## config.mk

```make
export PLATFORM = sky130hd
export DESIGN_NAME = serial_data_packer_flat
export DESIGN_NICKNAME = d
export VERILOG_FILES = /design/src/rtl/serial_pkg.sv /design/src/rtl/serial_data_packer_if.sv /design/src/rtl/serial_data_packer.sv /design/src/flat_wrapper.sv
export SDC_FILE = /design/constraint.sdc
export NUM_CORES = 1
export LEC_CHECK = 0
export ABC_AREA = 1
export BUFFER_PORTS_ARGS = -buffer_cell sky130_fd_sc_hd__clkbuf_2
export CAP_MARGIN = 20
export CELL_PAD_IN_SITES_DETAIL_PLACEMENT = 0
export CELL_PAD_IN_SITES_GLOBAL_PLACEMENT = 1
export CORE_UTILIZATION = 39
export CTS_BUF_LIST = sky130_fd_sc_hd__clkbuf_4 sky130_fd_sc_hd__clkbuf_8 sky130_fd_sc_hd__clkbuf_16
export CTS_CLUSTER_SIZE = 24
export DETAILED_ROUTE_END_ITERATION = 6
export PLACE_DENSITY_LB_ADDON = 0.1
export SLEW_MARGIN = 25
export SYNTH_ARGS = -nofsm -noshare
export SYNTH_HDL_FRONTEND = slang
export SYNTH_SLANG_ARGS = --single-unit
```

## constraint.sdc

```tcl
create_clock -name clk_i -period 2.6 [get_ports clk_i]
set_input_delay 0 -clock clk_i [delete_from_list [all_inputs] [get_ports clk_i]]
set_output_delay 0 -clock clk_i [all_outputs]
set_load 0.02 [all_outputs]
```

## src/rtl/serial_pkg.sv

```systemverilog
// Shared definitions for the serial packer/converter family: default word and
// symbol widths, the symbols-per-word helper and the fill/full state encoding.
package serial_pkg;

    localparam int DEFAULT_ROM_DATA_WIDTH = 96;
    localparam int DEFAULT_SELECT_SIZE    = 3;
    localparam int DEFAULT_ADDR_WIDTH     = 8;

    // S_FILL: assembling a word, symbols accepted.
    // S_FULL: a complete word waits behind an occupied output register.
    typedef enum logic [0:0] {
        S_FILL = 1'b0,
        S_FULL = 1'b1
    } pack_state_t;

    // Number of symbols that make up one packed word.
    function automatic int symbols_per_word(input int rom_width, input int select_size);
        return rom_width / select_size;
    endfunction

endpackage

```

## src/rtl/serial_data_packer_if.sv

```systemverilog
// Bus between a symbol producer / word consumer (master) and the packer (slave).
//
// Handshake rules, both channels:
//   - A symbol transfers on a rising clk edge where data_valid_i && serial_ready_o.
//   - A word transfers on a rising clk edge where word_valid_o && word_ready_i;
//     word_o/word_addr_o hold steady while word_valid_o=1 and word_ready_i=0.
//   - frame_start_i is sampled on the same edge and takes priority over a word
//     transfer (the word is discarded, not delivered).
// state_o exposes the packer FSM state for observation.
interface serial_data_packer_if
    import serial_pkg::*;
#(
    parameter int ROM_DATA_WIDTH = DEFAULT_ROM_DATA_WIDTH,
    parameter int SELECT_SIZE    = DEFAULT_SELECT_SIZE,
    parameter int ADDR_WIDTH     = DEFAULT_ADDR_WIDTH
);

    logic                      frame_start_i;
    logic                      data_valid_i;
    logic [SELECT_SIZE-1:0]    serial_data_i;
    logic                      serial_ready_o;
    logic                      word_valid_o;
    logic                      word_ready_i;
    logic [ROM_DATA_WIDTH-1:0] word_o;
    logic [ADDR_WIDTH-1:0]     word_addr_o;
    logic                      overflow_o;
    pack_state_t               state_o;

    modport master (
        output frame_start_i, data_valid_i, serial_data_i, word_ready_i,
        input  serial_ready_o, word_valid_o, word_o, word_addr_o, overflow_o, state_o
    );

    modport slave (
        input  frame_start_i, data_valid_i, serial_data_i, word_ready_i,
        output serial_ready_o, word_valid_o, word_o, word_addr_o, overflow_o, state_o
    );

endinterface

```

## src/rtl/serial_data_packer.sv

```systemverilog
// Serial symbol packer: gathers ROM_DATA_WIDTH/SELECT_SIZE symbols MSB-first
// into a word and presents it with an incrementing word address.
// Build option SERIAL_PACKER_DROP_EN: symbol input never stalls; symbols that
// arrive while a complete word is held are discarded and flagged on overflow_o.
// Without it the input is backpressured and overflow_o is constant 0.
// ROM_DATA_WIDTH must be a multiple of SELECT_SIZE and hold at least two symbols.
module serial_data_packer
    import serial_pkg::*;
#(
    parameter int ROM_DATA_WIDTH = DEFAULT_ROM_DATA_WIDTH,
    parameter int SELECT_SIZE    = DEFAULT_SELECT_SIZE,
    parameter int ADDR_WIDTH     = DEFAULT_ADDR_WIDTH
) (
    input  logic                 clk_i,
    input  logic                 rst_ni,
    serial_data_packer_if.slave  bus
);

    localparam int N     = symbols_per_word(ROM_DATA_WIDTH, SELECT_SIZE);
    localparam int CNT_W = (N > 1) ? $clog2(N) : 1;
    localparam logic [CNT_W-1:0] LAST_SYM = CNT_W'(N - 1);

    pack_state_t               r_state, w_state_nxt;
    logic [CNT_W-1:0]          r_cnt, w_cnt_nxt;
    logic [ROM_DATA_WIDTH-1:0] r_shift, w_shift_nxt, w_shift_in;
    logic [ROM_DATA_WIDTH-1:0] r_word, w_word_nxt;
    logic                      r_valid, w_valid_nxt;
    logic [ADDR_WIDTH-1:0]     r_addr, w_addr_nxt;
    logic                      w_ready;
    logic                      w_accept;
    logic                      w_handshake;
    logic                      w_out_free;

`ifdef SERIAL_PACKER_DROP_EN
    assign w_ready = 1'b1;
`else
    assign w_ready = (r_state == S_FILL);
`endif

    assign w_accept    = bus.data_valid_i && w_ready;
    assign w_handshake = r_valid && bus.word_ready_i;
    // The output register can take a new word if it is empty or being emptied now.
    assign w_out_free  = !r_valid || bus.word_ready_i;
    // Earlier symbols move up one slot; the new symbol enters the low slice.
    assign w_shift_in  = {r_shift[ROM_DATA_WIDTH-SELECT_SIZE-1:0], bus.serial_data_i};

    // Next-state and datapath update; frame start outranks everything else.
    always_comb begin
        w_state_nxt = r_state;
        w_cnt_nxt   = r_cnt;
        w_shift_nxt = r_shift;
        w_word_nxt  = r_word;
        w_valid_nxt = r_valid;
        w_addr_nxt  = r_addr;
        if (bus.frame_start_i) begin
            w_state_nxt = S_FILL;
            w_valid_nxt = 1'b0;
            w_addr_nxt  = '0;
            if (w_accept) begin
                // This symbol opens the new frame as symbol 0.
                w_shift_nxt = {{(ROM_DATA_WIDTH-SELECT_SIZE){1'b0}}, bus.serial_data_i};
                w_cnt_nxt   = CNT_W'(1);
            end else begin
                w_shift_nxt = '0;
                w_cnt_nxt   = '0;
            end
        end else begin
            if (w_handshake) begin
                w_valid_nxt = 1'b0;
                w_addr_nxt  = r_addr + ADDR_WIDTH'(1);
            end
            case (r_state)
                S_FILL: begin
                    if (w_accept) begin
                        w_shift_nxt = w_shift_in;
                        if (r_cnt == LAST_SYM) begin
                            w_cnt_nxt = '0;
                            if (w_out_free) begin
                                w_word_nxt  = w_shift_in;
                                w_valid_nxt = 1'b1;
                            end else begin
                                w_state_nxt = S_FULL;
                            end
                        end else begin
                            w_cnt_nxt = r_cnt + CNT_W'(1);
                        end
                    end
                end
                S_FULL: begin
                    // Held word follows the departing one on the same edge.
                    if (w_handshake) begin
                        w_word_nxt  = r_shift;
                        w_valid_nxt = 1'b1;
                        w_state_nxt = S_FILL;
                    end
                end
                default: w_state_nxt = S_FILL;
            endcase
        end
    end

    // FSM state register.
    always_ff @(posedge clk_i or negedge rst_ni) begin
        if (!rst_ni) begin
            r_state <= S_FILL;
        end else begin
            r_state <= w_state_nxt;
        end
    end

    // Datapath registers: symbol counter, shift register, output word and address.
    always_ff @(posedge clk_i or negedge rst_ni) begin
        if (!rst_ni) begin
            r_cnt   <= '0;
            r_shift <= '0;
            r_word  <= '0;
            r_valid <= 1'b0;
            r_addr  <= '0;
        end else begin
            r_cnt   <= w_cnt_nxt;
            r_shift <= w_shift_nxt;
            r_word  <= w_word_nxt;
            r_valid <= w_valid_nxt;
            r_addr  <= w_addr_nxt;
        end
    end

`ifdef SERIAL_PACKER_DROP_EN
    logic r_overflow;

    // Sticky drop flag: set by a symbol arriving while a full word is held.
    always_ff @(posedge clk_i or negedge rst_ni) begin
        if (!rst_ni) begin
            r_overflow <= 1'b0;
        end else if (bus.frame_start_i) begin
            r_overflow <= 1'b0;
        end else if (w_accept && (r_state == S_FULL)) begin
            r_overflow <= 1'b1;
        end
    end

    assign bus.overflow_o = r_overflow;
`else
    assign bus.overflow_o = 1'b0;
`endif

    assign bus.serial_ready_o = w_ready;
    assign bus.word_valid_o   = r_valid;
    assign bus.word_o         = r_word;
    assign bus.word_addr_o    = r_addr;
    assign bus.state_o        = r_state;

endmodule

```

## src/flat_wrapper.sv

```systemverilog
// flat-port wrapper written by rule: the top's interface ports become plain ports
module serial_data_packer_flat import serial_pkg::*;
#(
    parameter int ROM_DATA_WIDTH = DEFAULT_ROM_DATA_WIDTH,
    parameter int SELECT_SIZE    = DEFAULT_SELECT_SIZE,
    parameter int ADDR_WIDTH     = DEFAULT_ADDR_WIDTH
)
  (clk_i, rst_ni, bus_frame_start_i, bus_data_valid_i, bus_serial_data_i, bus_word_ready_i, bus_serial_ready_o, bus_word_valid_o, bus_word_o, bus_word_addr_o, bus_overflow_o, bus_state_o);
  serial_data_packer_if #(.ROM_DATA_WIDTH(ROM_DATA_WIDTH), .SELECT_SIZE(SELECT_SIZE), .ADDR_WIDTH(ADDR_WIDTH)) bus_i ();
  input  logic clk_i;
  input  logic rst_ni;
  input wire logic [$bits(bus_i.frame_start_i)-1:0] bus_frame_start_i;
  input wire logic [$bits(bus_i.data_valid_i)-1:0] bus_data_valid_i;
  input wire logic [$bits(bus_i.serial_data_i)-1:0] bus_serial_data_i;
  input wire logic [$bits(bus_i.word_ready_i)-1:0] bus_word_ready_i;
  output wire logic [$bits(bus_i.serial_ready_o)-1:0] bus_serial_ready_o;
  output wire logic [$bits(bus_i.word_valid_o)-1:0] bus_word_valid_o;
  output wire logic [$bits(bus_i.word_o)-1:0] bus_word_o;
  output wire logic [$bits(bus_i.word_addr_o)-1:0] bus_word_addr_o;
  output wire logic [$bits(bus_i.overflow_o)-1:0] bus_overflow_o;
  output wire logic [$bits(bus_i.state_o)-1:0] bus_state_o;
  assign bus_i.frame_start_i = bus_frame_start_i;
  assign bus_i.data_valid_i = bus_data_valid_i;
  assign bus_i.serial_data_i = bus_serial_data_i;
  assign bus_i.word_ready_i = bus_word_ready_i;
  assign bus_serial_ready_o = bus_i.serial_ready_o;
  assign bus_word_valid_o = bus_i.word_valid_o;
  assign bus_word_o = bus_i.word_o;
  assign bus_word_addr_o = bus_i.word_addr_o;
  assign bus_overflow_o = bus_i.overflow_o;
  assign bus_state_o = bus_i.state_o;
  serial_data_packer #(.ROM_DATA_WIDTH(ROM_DATA_WIDTH), .SELECT_SIZE(SELECT_SIZE), .ADDR_WIDTH(ADDR_WIDTH)) u_core (.clk_i(clk_i), .rst_ni(rst_ni), .bus(bus_i));
endmodule
```

==> results of run 1 <==
## report_power, final
group          leakage [nW]  switching [mW]  internal (mW)
logic                  2.05           0.353          0.137
clock network         0.417            1.31           2.09
registers              2.85          0.0565           3.32
total                  5.32            1.71           5.54
## critical path: cells and delay by family (launching register included)
kind                   cells  cell delay, ns
and+or+nand+nor            3            0.66
DFF                        1            0.42
AOI/OAI and AO/OA          1            0.09
buffers and inverters      3            0.93
## cell usage after synthesis, types with 4 or more instances
library cell and instances:
buf_2 17, dfrtp_1 207, inv_1 112, o22ai_1 63, nand3_1 38, a21oi_1 4, clkbuf_1 38, o21ai_1 6
buf_1 8, nor2_1 13, buf_4 12, o21ai_0 223, nand2_1 318
## cells by family after synthesis
group,synth area share
AND/OR/NAND/NOR,0.1639
AO/OA/AOI/OAI,0.1756
flip-flops,0.5687
buffers and inverters,0.08640
adder cells (fa/ha/maj),0.004121
XOR/XNOR,0.0009617
other,0.0004117
## metal layers
layer  global-route usage  share of wire
met1               0.2669           0.50
met2               0.3163           0.46
met3              0.02942          0.031
met4              0.04008          0.015
met5                    0              0
## state kept, by name (all words and copies together) (netlist names)
signal                   count
u_core.r_cnt                 5
u_core.r_shift              96
u_core.bus.word_valid_o      1
u_core.bus.word_o           96
u_core.bus.state_o           1
u_core.bus.word_addr_o       8
## per-stage QoR
step / std cells / utilization / power, mW
after floorplan: 1080 / - / 3.679
after global placement: 1454 / 0.4373 / 3.917
after detailed placement: 1454 / 0.4373 / 3.919
after CTS: 1509 / 0.4780 / 7.360
after global routing: 1509 / 0.4780 / 7.529
final: 1509 / 0.4780 / 7.255
## cell type report
cell class	instances	area [um^2]
multi-input combinational	683	3154
clock buffer	41	802.0
fill	2255	11890
clock inverter	3	15.01
tap	313	391.6
timing repair buffer	148	913.4
inverter	114	430.4
sequential	207	5181
## repair_timing
action | CTS | global route
hold buffers | 11 | 0
resized for setup | 0 | 0
setup endpoints to repair | 0 | 0
hold endpoints to repair | 136 | 0
## final timing paths
kind | startpoint | to | cells past startpoint
setup / recovery | u_core.bus.state_o$_DFF_PN0_ | u_core.r_shift[0]$_DFFE_PN0P_ | 7
hold / removal | rst_ni | u_core.r_shift[33]$_DFFE_PN0P_ | 2
setup reg to reg | u_core.bus.state_o$_DFF_PN0_ | u_core.r_shift[0]$_DFFE_PN0P_ | 7
hold reg to reg | u_core.r_cnt[3]$_DFFE_PN0P_ | u_core.r_cnt[3]$_DFFE_PN0P_ | 2
max in group asynchronous | rst_ni | u_core.r_shift[48]$_DFFE_PN0P_ | 3
min in group clk_i | bus_frame_start_i | u_core.r_cnt[2]$_DFFE_PN0P_ | 5
==> impl_metrics.py, run 1 <==
metrics = {
    "sta": {
        "setup_slack_ns": 0.3862,
        "finalHoldWorstSlack_ns": 0.06937,
        "hold_viol": 0,
        "rsz0062_at_grt": "false",
        "clock.fmax_mhz": 451.7,
        "slew_viol_final": 0,
        "relSlewSlack": 0.5775,
        "post-route-period-util": 0.8515,
        "finalCriticalPeriod_ns": 2.214,
        "setup_violations": 0,
        "skew_ns": 0.01023,
        "worst_pin_slew_ns": 0.6337,
        "fin_tns_setup_ns": 0,
    },
    "synth": {
        "synth-edff-count": 0,
        "ys_types": 28,
        "syn_inst": 1080,
        "syn-num-nets": 1091,
        "syn_area_per_cell_um2": 8.434,
        "synth_largest_area_cell": "dfrtp_1",
        "yosys-top-cells-area": "dfrtp_1 (57%), nand2_1 (13%), o21ai_0 (12%), inv_1 (4.6%), o22ai_1 (4.3%)",
        "yosys_warnings": 0,
        "postSynth.topFlopCell": "dfrtp_1",
        "ys_ff_latch": 207,
        "synth_top_area_share": 0.5687,
        "async_flop_share": 1.000,
        "synth_seq_area_share": 0.5687,
        "netlist_area_mm2": 0.009109,
    },
    "setup_path": {
        "reg2reg_slack_ns": 0.39,
        "critPathSlowestCell": "dlygate4sd3_1",
        "crit_chain": "inv_4 -> nand2_2 -> nand2_4 -> inv_1 -> nand2_1 -> o21ai_0 -> dlygate4sd3_1",
        "crit_path_end_kind": "flip-flop",
        "path_class": "reg -> reg",
        "cp-start-kind": "flip-flop",
        "slowest_delay_ns": 0.56,
        "cp.arrival_ns": 2.61,
        "crit_required_ns": 2.99,
        "crit_fanout": 44,
    },
    "grt": {
        "grt_pass1_wl_mm": 37.63,
        "antenna_found_initial": 0,
        "grt_max_degree": 78,
        "track_usage": 0.1916,
        "grt_pass1_vias": 7396,
        "grt_overflow": 0,
    },
    "detailed_routing": {
        "detail-route-antenna-nets": 0,
        "drtIter0Drc": 379,
        "dr.pass1.iters": 4,
        "drc_errors": 0,
        "vias_per_cell": 4.892,
        "drt_wl_total_mm": 22.09,
        "wl_per_cell_um": 14.64,
        "dr_total_vias": 7382,
    },
    "cells_and_area": {
        "most-common-layout-cells": "nand2_1 (317), o21ai_0 (223), dfrtp_1 (206)",
        "finalInstanceArea_mm2": 0.01089,
        "mostFrequentLayoutCell": "nand2_1",
        "nets": 1189,
        "diodes": 0,
        "drive_gt1_frac": 0.1589,
        "area_growth_pct": 19.53,
    },
    "place": {
        "dp_hpwl_mm": 13.66,
        "place_congestion": 0.7461,
        "place_area_mm2": 0.009961,
        "portBuffers": 114,
        "place_ws_ns": 0.5583,
    },
    "cts": {
        "postCtsSetupRepairBufs": 0,
        "clk_pin_slew_worst_paths_ns": 0.06,
        "cts_made_buffers": 24,
        "clock-sinks": 207,
        "cts_buffer_depth": 3,
        "cts_htree_levels": 1,
        "clk_latency_ns": 0.51,
        "cts_tree": "yes",
        "root_buffer": "clkbuf_16",
    },
    "die": {
        "die_x_um": 154.8,
        "boundaryPins": 116,
        "rows": 55,
        "core_area_mm2": 0.02278,
        "initial_core_util": 0.3999,
        "fp.dieH_um": 154.8,
        "die-area_mm2": 0.02397,
    },
    "pwr": {
        "powerDensity_mw_per_mm2": 666.3,
        "leakagePower_nw": 5.319,
        "ir_drop_v": 0.0003738,
    },
    "outcome": {
        "status": "finished, final reports clean",
    },
    "flow_run": {
        "maxCapViolCount": 0,
    },
    "hold_path": {
        "hp-class": "in -> async",
    },
}
Note: power is estimated with default switching activity, not from simulation.
==> inputs of run 2 (changes only) <==
clock period = 2 ns   (was 2.6 ns; I/O delays follow)
==> run 2 against run 1 <==
Sequential cell count stayed put. Power rose by 31%. Worst setup slack got worse by 0.27 ns. Sequential share of layout area down 0.71 points. Critical path depth up 5. Cell count is 0.20% higher. Clock power grew 32%. Non-clock buffer count is 3 higher. Clock skew decreased by 0.0017 ns. Worst hold slack got worse by 0.010 ns.
==> impl_metrics.py, run 2 (synthesis results as in run 1) <==
metrics = {
    "outcome": {
        "status": "finished, final reports clean",
    },
    "grt": {
        "grt_pass1_wl_mm": 37.73,
        "grt_overflow": 0,
        "grt_pass1_vias": 7327,
        "antenna_found_initial": 0,
        "grt_max_degree": 96,
        "track_usage": 0.1922,
    },
    "die": {
        "die-area_mm2": 0.02397,
        "rows": 55,
        "boundaryPins": 116,
        "fp.dieH_um": 154.8,
        "initial_core_util": 0.3999,
        "core_area_mm2": 0.02278,
        "die_x_um": 154.8,
    },
    "setup_path": {
        "cp-start-kind": "flip-flop",
        "critPathSlowestCell": "dfrtp_1",
        "reg2reg_slack_ns": 0.11,
        "cp.arrival_ns": 2.32,
        "crit_chain": "ha_1 -> nand2_1 -> nor2_1 -> ha_2 -> nand2_1 -> nand2_1 -> nand2_4 -> nor2_4 -> buf_12 -> buf_16 -> nand2_1 -> nand2_1",
        "crit_path_end_kind": "flip-flop",
        "path_class": "reg -> reg",
        "cp_common_cell": "nand2_1",
        "crit_required_ns": 2.44,
        "crit_fanout": 29,
        "slowest_delay_ns": 0.38,
    },
    "sta": {
        "finalCriticalPeriod_ns": 1.886,
        "clock.fmax_mhz": 530.1,
        "fin_tns_setup_ns": 0,
        "hold_viol": 0,
        "post-route-period-util": 0.9432,
        "worst_pin_slew_ns": 0.5988,
        "setup_violations": 0,
        "skew_ns": 0.008528,
        "finalHoldWorstSlack_ns": 0.05929,
        "slew_viol_final": 0,
        "setup_slack_ns": 0.1136,
        "relSlewSlack": 0.6008,
    },
    "pwr": {
        "power.share.combinational": 0.068,
        "seqPwrFrac": 0.462,
        "switchingPower_mw": 2.204,
        "internal_power_mw": 7.282,
        "powerDensity_mw_per_mm2": 858.4,
        "leakagePower_nw": 5.379,
        "ir_drop_v": 0.0005317,
        "p_clk_frac": 0.470,
        "switching_share": 0.2324,
    },
    "place": {
        "place_ws_ns": 0.1062,
        "dp_hpwl_mm": 13.49,
        "portBuffers": 114,
        "place_congestion": 0.7546,
    },
    "cts": {
        "clk_latency_ns": 0.50,
        "root_buffer": "clkbuf_16",
        "cts_htree_levels": 1,
        "clk_pin_slew_worst_paths_ns": 0.06,
        "cts_buffer_depth": 3,
        "clock-sinks": 207,
        "cts_tree": "yes",
        "cts_made_buffers": 24,
    },
    "detailed_routing": {
        "wl_per_cell_um": 14.54,
        "vias_per_cell": 4.873,
        "drtIter0Drc": 279,
        "drc_errors": 0,
        "drt_wl_total_mm": 21.98,
        "dr_total_vias": 7368,
        "dr.pass1.iters": 5,
        "detail-route-antenna-nets": 0,
    },
    "cells_and_area": {
        "diodes": 0,
        "mostFrequentLayoutCell": "nand2_1",
        "drive_gt1_frac": 0.1643,
        "nets": 1192,
        "most-common-layout-cells": "nand2_1 (317), o21ai_0 (223), dfrtp_1 (206)",
        "area_growth_pct": 21.33,
    },
    "hold_path": {
        "hp-class": "in -> async",
    },
    "flow_run": {
        "maxCapViolCount": 0,
    },
}
run 2: cell types whose count changed in the layout (fill, tap and decap cells not counted):
| cell | delta |
|---|---|
| buf_12 | +8 |
| buf_4 | -4 |
| clkbuf_4 | +3 |
| clkbuf_8 | -3 |
| dlygate4sd3_1 | -3 |
| clkinv_2 | -2 |
| buf_16 | +1 |
| bufinv_16 | +1 |
| clkbuf_16 | +1 |
| clkinvlp_4 | +1 |
| ha_1 | -1 |
| ha_2 | +1 |
run 2: power groups by stage:
stage	Combinational, mW	Clock, mW	Sequential, mW
floorplan	0.206	0	4.58
global placement	0.649	0	4.45
detailed placement	0.653	0	4.46
CTS	0.667	4.60	4.38
global route	0.727	4.77	4.39
finish	0.647	4.46	4.38
run 2: worst max-delay path: cells and delay by family (launching register included):
family	cells	cell delay (ns)
buffers and inverters	2	0.31
DFF	1	0.38
adders and majority gates	2	0.39
and+or+nand+nor	8	0.72
run 2: layer usage:
layer | up-vias | routed length (um) | GRT usage
met1 | 3498 | 10900 | 0.2723
met2 | 121 | 9991 | 0.3148
met5 | - | 0 | 0
met4 | 0 | 387 | 0.04102
met3 | 25 | 703 | 0.02550
li1 | 3724 | - | -
run 2: stage by stage:
step | util | power, mW | instance area [um^2] | std cells
final | 0.4852 | 9.487 | 11050 | 1512
after global placement | 0.4430 | 5.103 | 10090 | 1458
after global routing | 0.4852 | 9.886 | 11050 | 1512
after detailed placement | 0.4430 | 5.110 | 10090 | 1458
after floorplan | - | 4.783 | 9109 | 1080
after CTS | 0.4828 | 9.652 | 11000 | 1510
run 2: area by class of cell:
cell class / count / area [um^2]
fill: 2279 / 11730
sequential: 207 / 5181
tap: 313 / 391.6
inverter: 114 / 430.4
multi-input combinational: 683 / 3157
timing repair buffer: 151 / 1066
clock buffer: 41 / 783.3
clock inverter: 3 / 42.54
run 2: worst paths after layout:
kind,start,end,depth (start not counted)
max in group asynchronous,rst_ni,u_core.r_shift[62]$_DFFE_PN0P_,3
min in group clk_i,bus_frame_start_i,u_core.r_shift[95]$_DFFE_PN0P_,3
max reg2reg,u_core.r_cnt[0]$_DFFE_PN0P_,u_core.bus.word_o[72]$_DFFE_PN0P_,12
max,u_core.r_cnt[0]$_DFFE_PN0P_,u_core.bus.word_o[72]$_DFFE_PN0P_,12
min reg2reg,u_core.r_cnt[3]$_DFFE_PN0P_,u_core.r_cnt[3]$_DFFE_PN0P_,2
min,rst_ni,u_core.bus.word_o[34]$_DFFE_PN0P_,2
run 2: what timing repair did:
item | CTS | global route
hold buffers | 8 | 0
buffers inserted | 0 | 1
gates resized for setup | 0 | 2
endpoints found under the hold margin | 182 | 0
endpoints found under the setup margin | 0 | 47
==> inputs of run 3 (changes only) <==
CORE_UTILIZATION = 33   (was 39)
==> run 3 against run 2 <==
The flow now finishes with violations (hold timing). Sequential cell count unchanged. Register-to-register slack got worse by 0.02 ns. Clock skew increased by 0.0092 ns. Die area increased by 18%. Count of clock-buffer cells in the layout decreased by 5. Via count increased by 0.80%. Cell count increased by 1.7%. Worst setup slack got worse by 0.015 ns. Final area decreased by 0.52%. Critical endpoint is now u_core.bus.word_valid_o$_DFF_PN0_. Largest power group unchanged.
==> impl_metrics.py, run 3 (synthesis results as in run 1) <==
metrics = {
    "outcome": {
        "status": "finished, violations left",
        "violations": "hold timing",
    },
    "die": {
        "initial_core_util": 0.3370,
        "core_area_mm2": 0.02703,
        "boundaryPins": 116,
        "fp.dieH_um": 168.1,
        "die-area_mm2": 0.02827,
        "rows": 60,
        "die_x_um": 168.1,
    },
    "sta": {
        "post-route-period-util": 0.9508,
        "clock.fmax_mhz": 525.9,
        "rsz0062_at_grt": "true",
        "hold_viol": 4,
        "worst_pin_slew_ns": 0.7903,
        "relSlewSlack": 0.4732,
        "slew_viol_final": 0,
        "finalHoldWorstSlack_ns": -0.01150,
        "finalCriticalPeriod_ns": 1.902,
        "skew_ns": 0.01769,
        "setup_violations": 0,
        "fin_tns_setup_ns": 0,
    },
    "pwr": {
        "ir_drop_v": 0.0005243,
        "total_power_mw": 9.665,
        "powerDensity_mw_per_mm2": 879.1,
        "leakagePower_nw": 5.354,
    },
    "cts": {
        "clock-sinks": 207,
        "cts_buffer_depth": 3,
        "clk_pin_slew_worst_paths_ns": 0.06,
        "cts_htree_levels": 1,
        "cts_made_buffers": 24,
        "postCtsSetupRepairBufs": 0,
        "clk_latency_ns": 0.52,
        "cts_tree": "yes",
        "root_buffer": "clkbuf_16",
    },
    "flow_run": {
        "maxCapViolCount": 0,
    },
    "place": {
        "place_congestion": 0.7325,
        "dp_hpwl_mm": 14.27,
        "portBuffers": 114,
        "place_area_mm2": 0.01006,
        "place_inst": 1485,
    },
    "detailed_routing": {
        "wl_per_cell_um": 15.26,
        "drtIter0Drc": 473,
        "drt_wl_total_mm": 23.46,
        "dr.pass1.iters": 4,
        "drc_errors": 0,
        "vias_per_cell": 4.832,
        "detail-route-antenna-nets": 0,
        "dr_total_vias": 7427,
    },
    "setup_path": {
        "reg2reg_slack_ns": 0.1,
        "path_class": "reg -> reg",
        "cp.arrival_ns": 2.31,
        "crit_path_end_kind": "flip-flop",
        "crit_required_ns": 2.41,
        "cp-start-kind": "flip-flop",
        "crit_fanout": 29,
    },
    "grt": {
        "grt_pass1_vias": 7691,
        "grt_overflow": 0,
        "grt_max_degree": 93,
        "track_usage": 0.1747,
        "antenna_found_initial": 0,
        "grt_pass1_wl_mm": 40.48,
    },
    "cells_and_area": {
        "mostFrequentLayoutCell": "nand2_1",
        "final_cells": 1537,
        "nets": 1189,
        "most-common-layout-cells": "nand2_1 (317), o21ai_0 (223), dfrtp_1 (206)",
        "fillCellCount": 2796,
        "area_growth_pct": 20.70,
        "diodes": 0,
        "finalInstanceArea_mm2": 0.01099,
        "drive_gt1_frac": 0.1614,
    },
    "hold_path": {
        "hp-class": "in -> async",
    },
}
## run 3: final timing paths
path | cells after the start | start | end
worst min-delay path | 2 | rst_ni | u_core.bus.word_o[31]$_DFFE_PN0P_
worst max register to register | 4 | u_core.bus.word_valid_o$_DFF_PN0_ | u_core.bus.word_valid_o$_DFF_PN0_
min in group clk_i | 3 | bus_frame_start_i | u_core.r_shift[95]$_DFFE_PN0P_
worst max-delay path | 4 | u_core.bus.word_valid_o$_DFF_PN0_ | u_core.bus.word_valid_o$_DFF_PN0_
worst min register to register | 2 | u_core.r_shift[95]$_DFFE_PN0P_ | u_core.r_shift[95]$_DFFE_PN0P_
max in group asynchronous | 3 | rst_ni | u_core.r_shift[74]$_DFFE_PN0P_
## run 3: metal layers
metal  GRT usage  routed length (um)
met1      0.2413               11300
met2      0.2942               11060
met3     0.02515                 827
met4     0.03162                 267
met5           0                   0
## run 3: where the power goes
part / internal [mW] / total [mW] / switching (mW)
sequential: 4.31 / 4.38 / 0.0730
combinational: 0.176 / 0.641 / 0.464
clock: 2.86 / 4.64 / 1.78
## run 3: layout make-up
| class | instances | area, um^2 | share of cell area |
|---|---|---|---|
| sequential | 207 | 5181 | 0.4713 |
| multi-input combinational | 683 | 3154 | 0.2869 |
| timing repair buffer | 148 | 947.2 | 0.08615 |
| clock buffer | 36 | 753.2 | 0.06851 |
| inverter | 114 | 430.4 | 0.03915 |
| tap | 341 | 426.7 | 0.03881 |
| clock inverter | 8 | 101.3 | 0.009218 |
## run 3: metrics by stage
stage                       util  worst slack, ns
after floorplan                -           0.2307
after global placement    0.3721           0.1505
after detailed placement  0.3721          0.07784
after CTS                 0.4067          0.06964
after global routing      0.4068         -0.02881
final                     0.4068          0.09833
## run 3: timing repair
item                       in CTS  in global routing
setup endpoints to repair       0                 33
gates resized for setup         0                  1
hold buffers                    8                  0
hold endpoints to repair      220                  0
## run 3: critical path, cell delays in order (launching register included)
cell and delay (ns):
dfrtp_1 0.47, o21ai_4 0.31, buf_4 0.37, a31oi_1 0.07, dlygate4sd3_1 0.56
